### src/rtl/fp_addsub_align_pipe.sv
// FP add/sub prealign/align front end: picks the larger-magnitude operand,
// aligns the smaller significand with G/R/S over a two-stage valid/ready pipe.
// Ports: clk, rst_n (async, active low); in_valid/in_ready, a, b, operation;
//   out_valid/out_ready, op_out, sa, sb, max_ab, cexp, shift, mmax, mmin,
//   input_exc {anyNaN|anyInf, aNaN, bNaN, aInf, bInf}.
module fp_addsub_align_pipe #(
   parameter  int EXP_W  = 8,
   parameter  int MAN_W  = 23,
   localparam int MMIN_W = MAN_W + 4,
   localparam int SH_W   = $clog2(MAN_W + 4),
   localparam int W      = EXP_W + MAN_W + 1
) (
   input  logic              clk,
   input  logic              rst_n,
   input  logic              in_valid,
   output logic              in_ready,
   input  logic [W-1:0]      a,
   input  logic [W-1:0]      b,
   input  logic              operation,
   output logic              out_valid,
   input  logic              out_ready,
   output logic              op_out,
   output logic              sa,
   output logic              sb,
   output logic              max_ab,
   output logic [EXP_W-1:0]  cexp,
   output logic [SH_W-1:0]   shift,
   output logic [MAN_W-1:0]  mmax,
   output logic [MMIN_W-1:0] mmin,
   output logic [4:0]        input_exc
);

   typedef struct packed {
      logic              op;
      logic              sa;
      logic              sb;
      logic              max_ab;
      logic [EXP_W-1:0]  cexp;
      logic [SH_W-1:0]   shift;
      logic [MAN_W-1:0]  mmax;
      logic [MMIN_W-1:0] mmin;
      logic [4:0]        exc;
   } stage_t;

   localparam logic [EXP_W-1:0] SAT_E  = EXP_W'(MAN_W + 3);
   localparam logic [SH_W-1:0]  SAT_SH = SH_W'(MAN_W + 3);

   logic   s1_v_q, s1_v_d, s2_v_q, s2_v_d;
   stage_t s1_q, s1_d, s2_q, s2_d;
   stage_t s1_new, s2_new;
   logic   s1_adv, s2_adv;

   logic [EXP_W-1:0]  a_exp, b_exp, a_ee, b_ee, diff;
   logic [MAN_W-1:0]  a_man, b_man, min_man;
   logic              a_nan, b_nan, a_inf, b_inf, swap, min_h;
   logic [MMIN_W-1:0] sh_v;
   logic              sticky;

   // Stage 1: classify, compare, compute saturated shift.
   always_comb begin
      a_exp   = a[W-2:MAN_W];
      b_exp   = b[W-2:MAN_W];
      a_man   = a[MAN_W-1:0];
      b_man   = b[MAN_W-1:0];
      a_nan   = (&a_exp) & (|a_man);
      b_nan   = (&b_exp) & (|b_man);
      a_inf   = (&a_exp) & ~(|a_man);
      b_inf   = (&b_exp) & ~(|b_man);
      // Subnormals behave as exponent 1 with a zero hidden bit.
      a_ee    = (a_exp == '0) ? EXP_W'(1) : a_exp;
      b_ee    = (b_exp == '0) ? EXP_W'(1) : b_exp;
      swap    = a[W-2:0] < b[W-2:0];
      diff    = swap ? (b_ee - a_ee) : (a_ee - b_ee);
      min_man = swap ? a_man : b_man;
      min_h   = swap ? (|a_exp) : (|b_exp);

      s1_new        = '0;
      s1_new.op     = operation;
      s1_new.sa     = a[W-1];
      s1_new.sb     = b[W-1];
      s1_new.max_ab = swap;
      s1_new.cexp   = swap ? b_exp : a_exp;
      s1_new.shift  = (diff > SAT_E) ? SAT_SH : diff[SH_W-1:0];
      s1_new.mmax   = swap ? b_man : a_man;
      s1_new.mmin   = {min_h, min_man, 3'b000};
      s1_new.exc    = {a_nan | b_nan | a_inf | b_inf,
                       a_nan, b_nan, a_inf, b_inf};
   end

   // Stage 2: log2 barrel shifter; each level folds its dropped
   // bits into the sticky accumulator.
   always_comb begin
      sh_v   = s1_q.mmin;
      sticky = 1'b0;
      for (int k = 0; k < SH_W; k++) begin
         if (s1_q.shift[k]) begin
            sticky = sticky
                   | (|(sh_v & ~({MMIN_W{1'b1}} << (1 << k))));
            sh_v   = sh_v >> (1 << k);
         end
      end
      s2_new      = s1_q;
      s2_new.mmin = {sh_v[MMIN_W-1:1], sh_v[0] | sticky};
   end

   // Handshake: no skid buffer, in_ready is combinational from out_ready.
   always_comb begin
      s2_adv   = ~s2_v_q | out_ready;
      s1_adv   = ~s1_v_q | s2_adv;
      in_ready = s1_adv;
      s1_v_d   = s1_adv ? in_valid : s1_v_q;
      s1_d     = (s1_adv & in_valid) ? s1_new : s1_q;
      s2_v_d   = s2_adv ? s1_v_q : s2_v_q;
      s2_d     = (s2_adv & s1_v_q) ? s2_new : s2_q;
   end

   always_ff @(posedge clk or negedge rst_n) begin
      if (!rst_n) begin
         s1_v_q <= 1'b0;
         s2_v_q <= 1'b0;
         s1_q   <= '0;
         s2_q   <= '0;
      end else begin
         s1_v_q <= s1_v_d;
         s2_v_q <= s2_v_d;
         s1_q   <= s1_d;
         s2_q   <= s2_d;
      end
   end

   assign out_valid = s2_v_q;
   assign op_out    = s2_q.op;
   assign sa        = s2_q.sa;
   assign sb        = s2_q.sb;
   assign max_ab    = s2_q.max_ab;
   assign cexp      = s2_q.cexp;
   assign shift     = s2_q.shift;
   assign mmax      = s2_q.mmax;
   assign mmin      = s2_q.mmin;
   assign input_exc = s2_q.exc;

endmodule
### config.mk
export PLATFORM = sky130hd
export DESIGN_NAME = fp_addsub_align_pipe
export DESIGN_NICKNAME = d
export VERILOG_FILES = /design/src/rtl/fp_addsub_align_pipe.sv
export SDC_FILE = /design/constraint.sdc
export NUM_CORES = 1
export LEC_CHECK = 0
export CAP_MARGIN = 10
export CORE_UTILIZATION = 25
export CTS_BUF_LIST = sky130_fd_sc_hd__clkbuf_16
export DETAILED_ROUTE_END_ITERATION = 10
export GPL_TIMING_DRIVEN = 0
export SLEW_MARGIN = 10
export SYNTH_ARGS = -nofsm -noshare
export SYNTH_HDL_FRONTEND = slang
export SYNTH_SLANG_ARGS = --single-unit
### constraint.sdc
create_clock -name clk -period 3.33 [get_ports clk]
set_input_delay 0.999 -clock clk [delete_from_list [all_inputs] [get_ports clk]]
set_output_delay 0.999 -clock clk [all_outputs]
set_load 0.03 [all_outputs]
==> run metrics, run 1 <==
status finished with violations; violated checks negative setup slack; core area 33800 µm²; cell family with most CP delay simple AND/OR/NAND/NOR gates; chip height 188 µm; pre-CTS WS -1.35 ns; DRT Pass-1 Iters 5; pins over their slew limit 0; CTS tree done; TNS Setup -0.0934 ns; maximum number of pins on one net before global-route repair 74; Final WS setup -0.0488 ns; DIE AREA 35400 µm²; overall power 6.50 mW; total congestion overflow 0; P per Cell Area ~570 nW/µm²; Setup Skew 0.0146 ns; DR WL/cell around 18 µm; Synth Net Count 1010; Main synth FF type dfrtp_1; register share of total power 34.6%; Critical Path End Type register; Syn Inst Count 895; placed cell count 1486; crit-path max FO 5; I/O pin count roughly 140; peak supply drop 0.427 mV; vias in the first global route 7376; 1st-iter DRT viols just over 400; multi-input logic area 4730 µm²; Setup Viol. Count Final 2; Core Util, Final 33.9%; antenna violations before repair 3; initial core utilization roughly 26%; Synth-to-Final Area Change 32.2%; post-route ant nets 0; Port Buffers 142; ratio of cells with drive above 1 in the final layout 14.7%; Peak Freq 296 MHz; CP required 3.65 ns; fin crit period approximately 3.4 ns; Setup crit start kind input port; Vias/cell about 5; unrepaired setup endpoints after global routing true; Rel. slew slack between 40% and 50%; Critical Path AT ~3.7 ns; clk slew on worst S/H paths 0.07 ns; first-pass GRT wire length between 40000 and 50000 µm; clock sink count 143; Final nets 1181; Clock Tree Buf Depth 2; worst hold path class register to register; routed wire length 27200 µm; Max-Cap Viols 0; CTS Buf Count 17; Worst-Margin Slew 0.840 ns; Post-synth EDFFs 0; Final Wtd Congestion 0.881; Lkg Pwr 5.31 nW; ys async rst share 100%; slowest CP cell or4_4; CP Cell Sequence buf_8, or4_4, nor2_4, or2_4, inv_2, ha_4, fa_2, nor2b_2, o21ai_1, nand2b_1, a21o_1, a21oi_2, mux2i_1, xor2_1, nor3_4, a32o_1; Final Non-Filler Cells 1528; Synth Cell Area slightly below 9000 µm²; register area 3580 µm²; post-synthesis sequential area ratio 41.3%; Die X 188 µm; via count 7433; Clk pwr share 29.1%; Logic pwr share between 30 and 40%; DRC 0; post-synthesis area per instance 9.69 µm²; DP Wirelength roughly 21000 µm; Unique masters post-synth 54; FP Rows 67; Power Internal 4.10 mW; worst setup path class input port to register; Hold Fails Final Rpt 0; flops & latches, synth 143; CTS Root Cell clkbuf_16; switching portion of total power a little under two fifths; H-tree depth 4; Net Switching 2.40 mW; slowest stage delay, CP 0.53 ns; total track usage 15.7%; clock latency on the worst-skew pair 0.44 ns; Fill cells ~3500; Worst Path Buf+Inv 2; synth warn 0; Tcrit/Tclk final 101%
==> final cells by class <==
class / count / area share, %
Multi-Input combinational cell: 640 / 41.3
Sequential cell: 143 / 31.2
Timing Repair Buffer: 152 / 13.1
Tap cell: 448 / 4.89
Clock buffer: 17 / 3.71
Buffer: 63 / 2.86
Inverter: 49 / 1.61
Clock inverter: 15 / 1.29
Antenna cell: 1 / 0.0218
==> cell families after synthesis <==
logic type	count (synthesis)	synth area share [%]
AO/OA/AOI/OAI	209	13.6
XOR/XNOR	7	0.707
multiplexers	120	18.8
flip-flops	143	41.3
AND/OR/NAND/NOR	258	13.3
adder cells (fa/ha/maj)	46	6.81
buffers and inverters	112	5.47
==> state kept, by name, summed over array words and instances, names as in the netlist <==
signal / flops
op_out: 1
sb: 1
cexp: 8
sa: 1
shift: 5
max_ab: 1
out_valid: 1
s1_v_q: 1
s1_q: 69
mmin: 27
mmax: 23
input_exc: 5
==> synth_stat cells (16+ instances only) <==
| cell | n | area, µm² |
|---|---|---|
| mux2i_1 | 43 | 430 |
| inv_1 | 47 | 176 |
| nor4_1 | 16 | 100 |
| a21oi_1 | 71 | 355 |
| dfrtp_1 | 143 | 3580 |
| mux4_1 | 19 | 499 |
| ha_1 | 44 | 551 |
| clkbuf_1 | 39 | 146 |
| mux2_2 | 52 | 586 |
| nor2_1 | 58 | 218 |
| o21ai_0 | 92 | 460 |
| nand2_1 | 128 | 480 |
==> tightest hold or removal path: stages (launching register included) <==
cell,delay [ns]
dfrtp_1,0.34
nand2_1,0.05
nand2_1,0.06
==> through the flow <==
stage / hold WS (ns) / cell area [µm²]
2_1_floorplan: 0.442 / 8690
3_3_place_gp: 0.456 / 10700
3_5_place_dp: 0.463 / 10700
4_1_cts: 0.481 / 11300
5_1_grt: 0.500 / 11500
6_report: 0.472 / 11500
==> worst paths after layout <==
check / startpoint / end / slack [ns] / depth (start not counted)
setup reg to reg: s1_q[55]$_DFFE_PN0P_ / mmin[0]$_DFFE_PN0P_ / 0.20 / 11
min in group asynchronous: rst_n / max_ab$_DFFE_PN0P_ / 0.50 / 1
setup / recovery: a[25] / s1_q[57]$_DFFE_PN0P_ / -0.05 / 16
hold reg to reg: s1_q[69]$_DFFE_PN0P_ / s1_q[69]$_DFFE_PN0P_ / 0.47 / 2
hold / removal: s1_q[69]$_DFFE_PN0P_ / s1_q[69]$_DFFE_PN0P_ / 0.47 / 2
max in group asynchronous: rst_n / s1_q[52]$_DFFE_PN0P_ / 2.05 / 2
==> layer usage <==
metal,vias to the layer above,part of all wire [%],routed length [µm],global-route usage (%)
met4,4,1.9,515,4.53
met3,42,6.0,1630,4.06
met5,-,0.084,23,0
li1,3526,-,-,-
met1,3628,48,13000,21.8
met2,233,44,12100,23.9
==> timing repair <==
| item | in CTS | in global routing |
|---|---|---|
| hold buffers | 0 | 0 |
| gates resized for setup | 84 | 69 |
| endpoints found under the setup margin | 62 | 55 |
| pin swaps | 7 | 18 |
| buffers inserted | 7 | 3 |
| gates cloned | 0 | 0 |
==> cell usage in the layout (no fill, tap or decap), drive strengths merged, types with 2 or more instances in the layout <==
cell / count
a211oi: 4
a21o: 6
a21oi: 71
a221oi: 2
a22o: 11
a22oi: 2
a31oi: 5
a32o: 3
and2: 2
buf: 44
clkbuf: 63
clkdlybuf4s50: 82
clkinv: 5
dfrtp: 143
dlygate4sd2: 21
dlymetal6s2s: 22
fa: 2
ha: 44
inv: 57
mux2: 54
mux2i: 43
mux4: 23
nand2: 128
nand2b: 9
nand3: 4
nand3b: 2
nand4: 9
nand4b: 3
nor2: 58
nor2b: 8
nor3: 11
nor4: 16
o21ai: 95
o22a: 2
or2: 3
or4: 3
xnor2: 3
xor2: 4
==> power by group through the flow <==
stage / logic [mW] / registers, mW / clock network [mW]
2_1_floorplan: 1.10 / 2.56 / 0
3_3_place_gp: 2.29 / 2.27 / 0
3_5_place_dp: 2.31 / 2.28 / 0
4_1_cts: 2.34 / 2.25 / 1.95
5_1_grt: 2.53 / 2.30 / 2.01
6_report: 2.36 / 2.25 / 1.89
Power figures use the tool's default switching activity.
==> run 2, diff against run 1 <==
- ABC_CLOCK_PERIOD_IN_PS: unset -> 3330
- CTS_CLUSTER_SIZE: unset -> 24
==> results of run 2 <==
The final DEF is identical to that of run 1; final timing and power are the same.
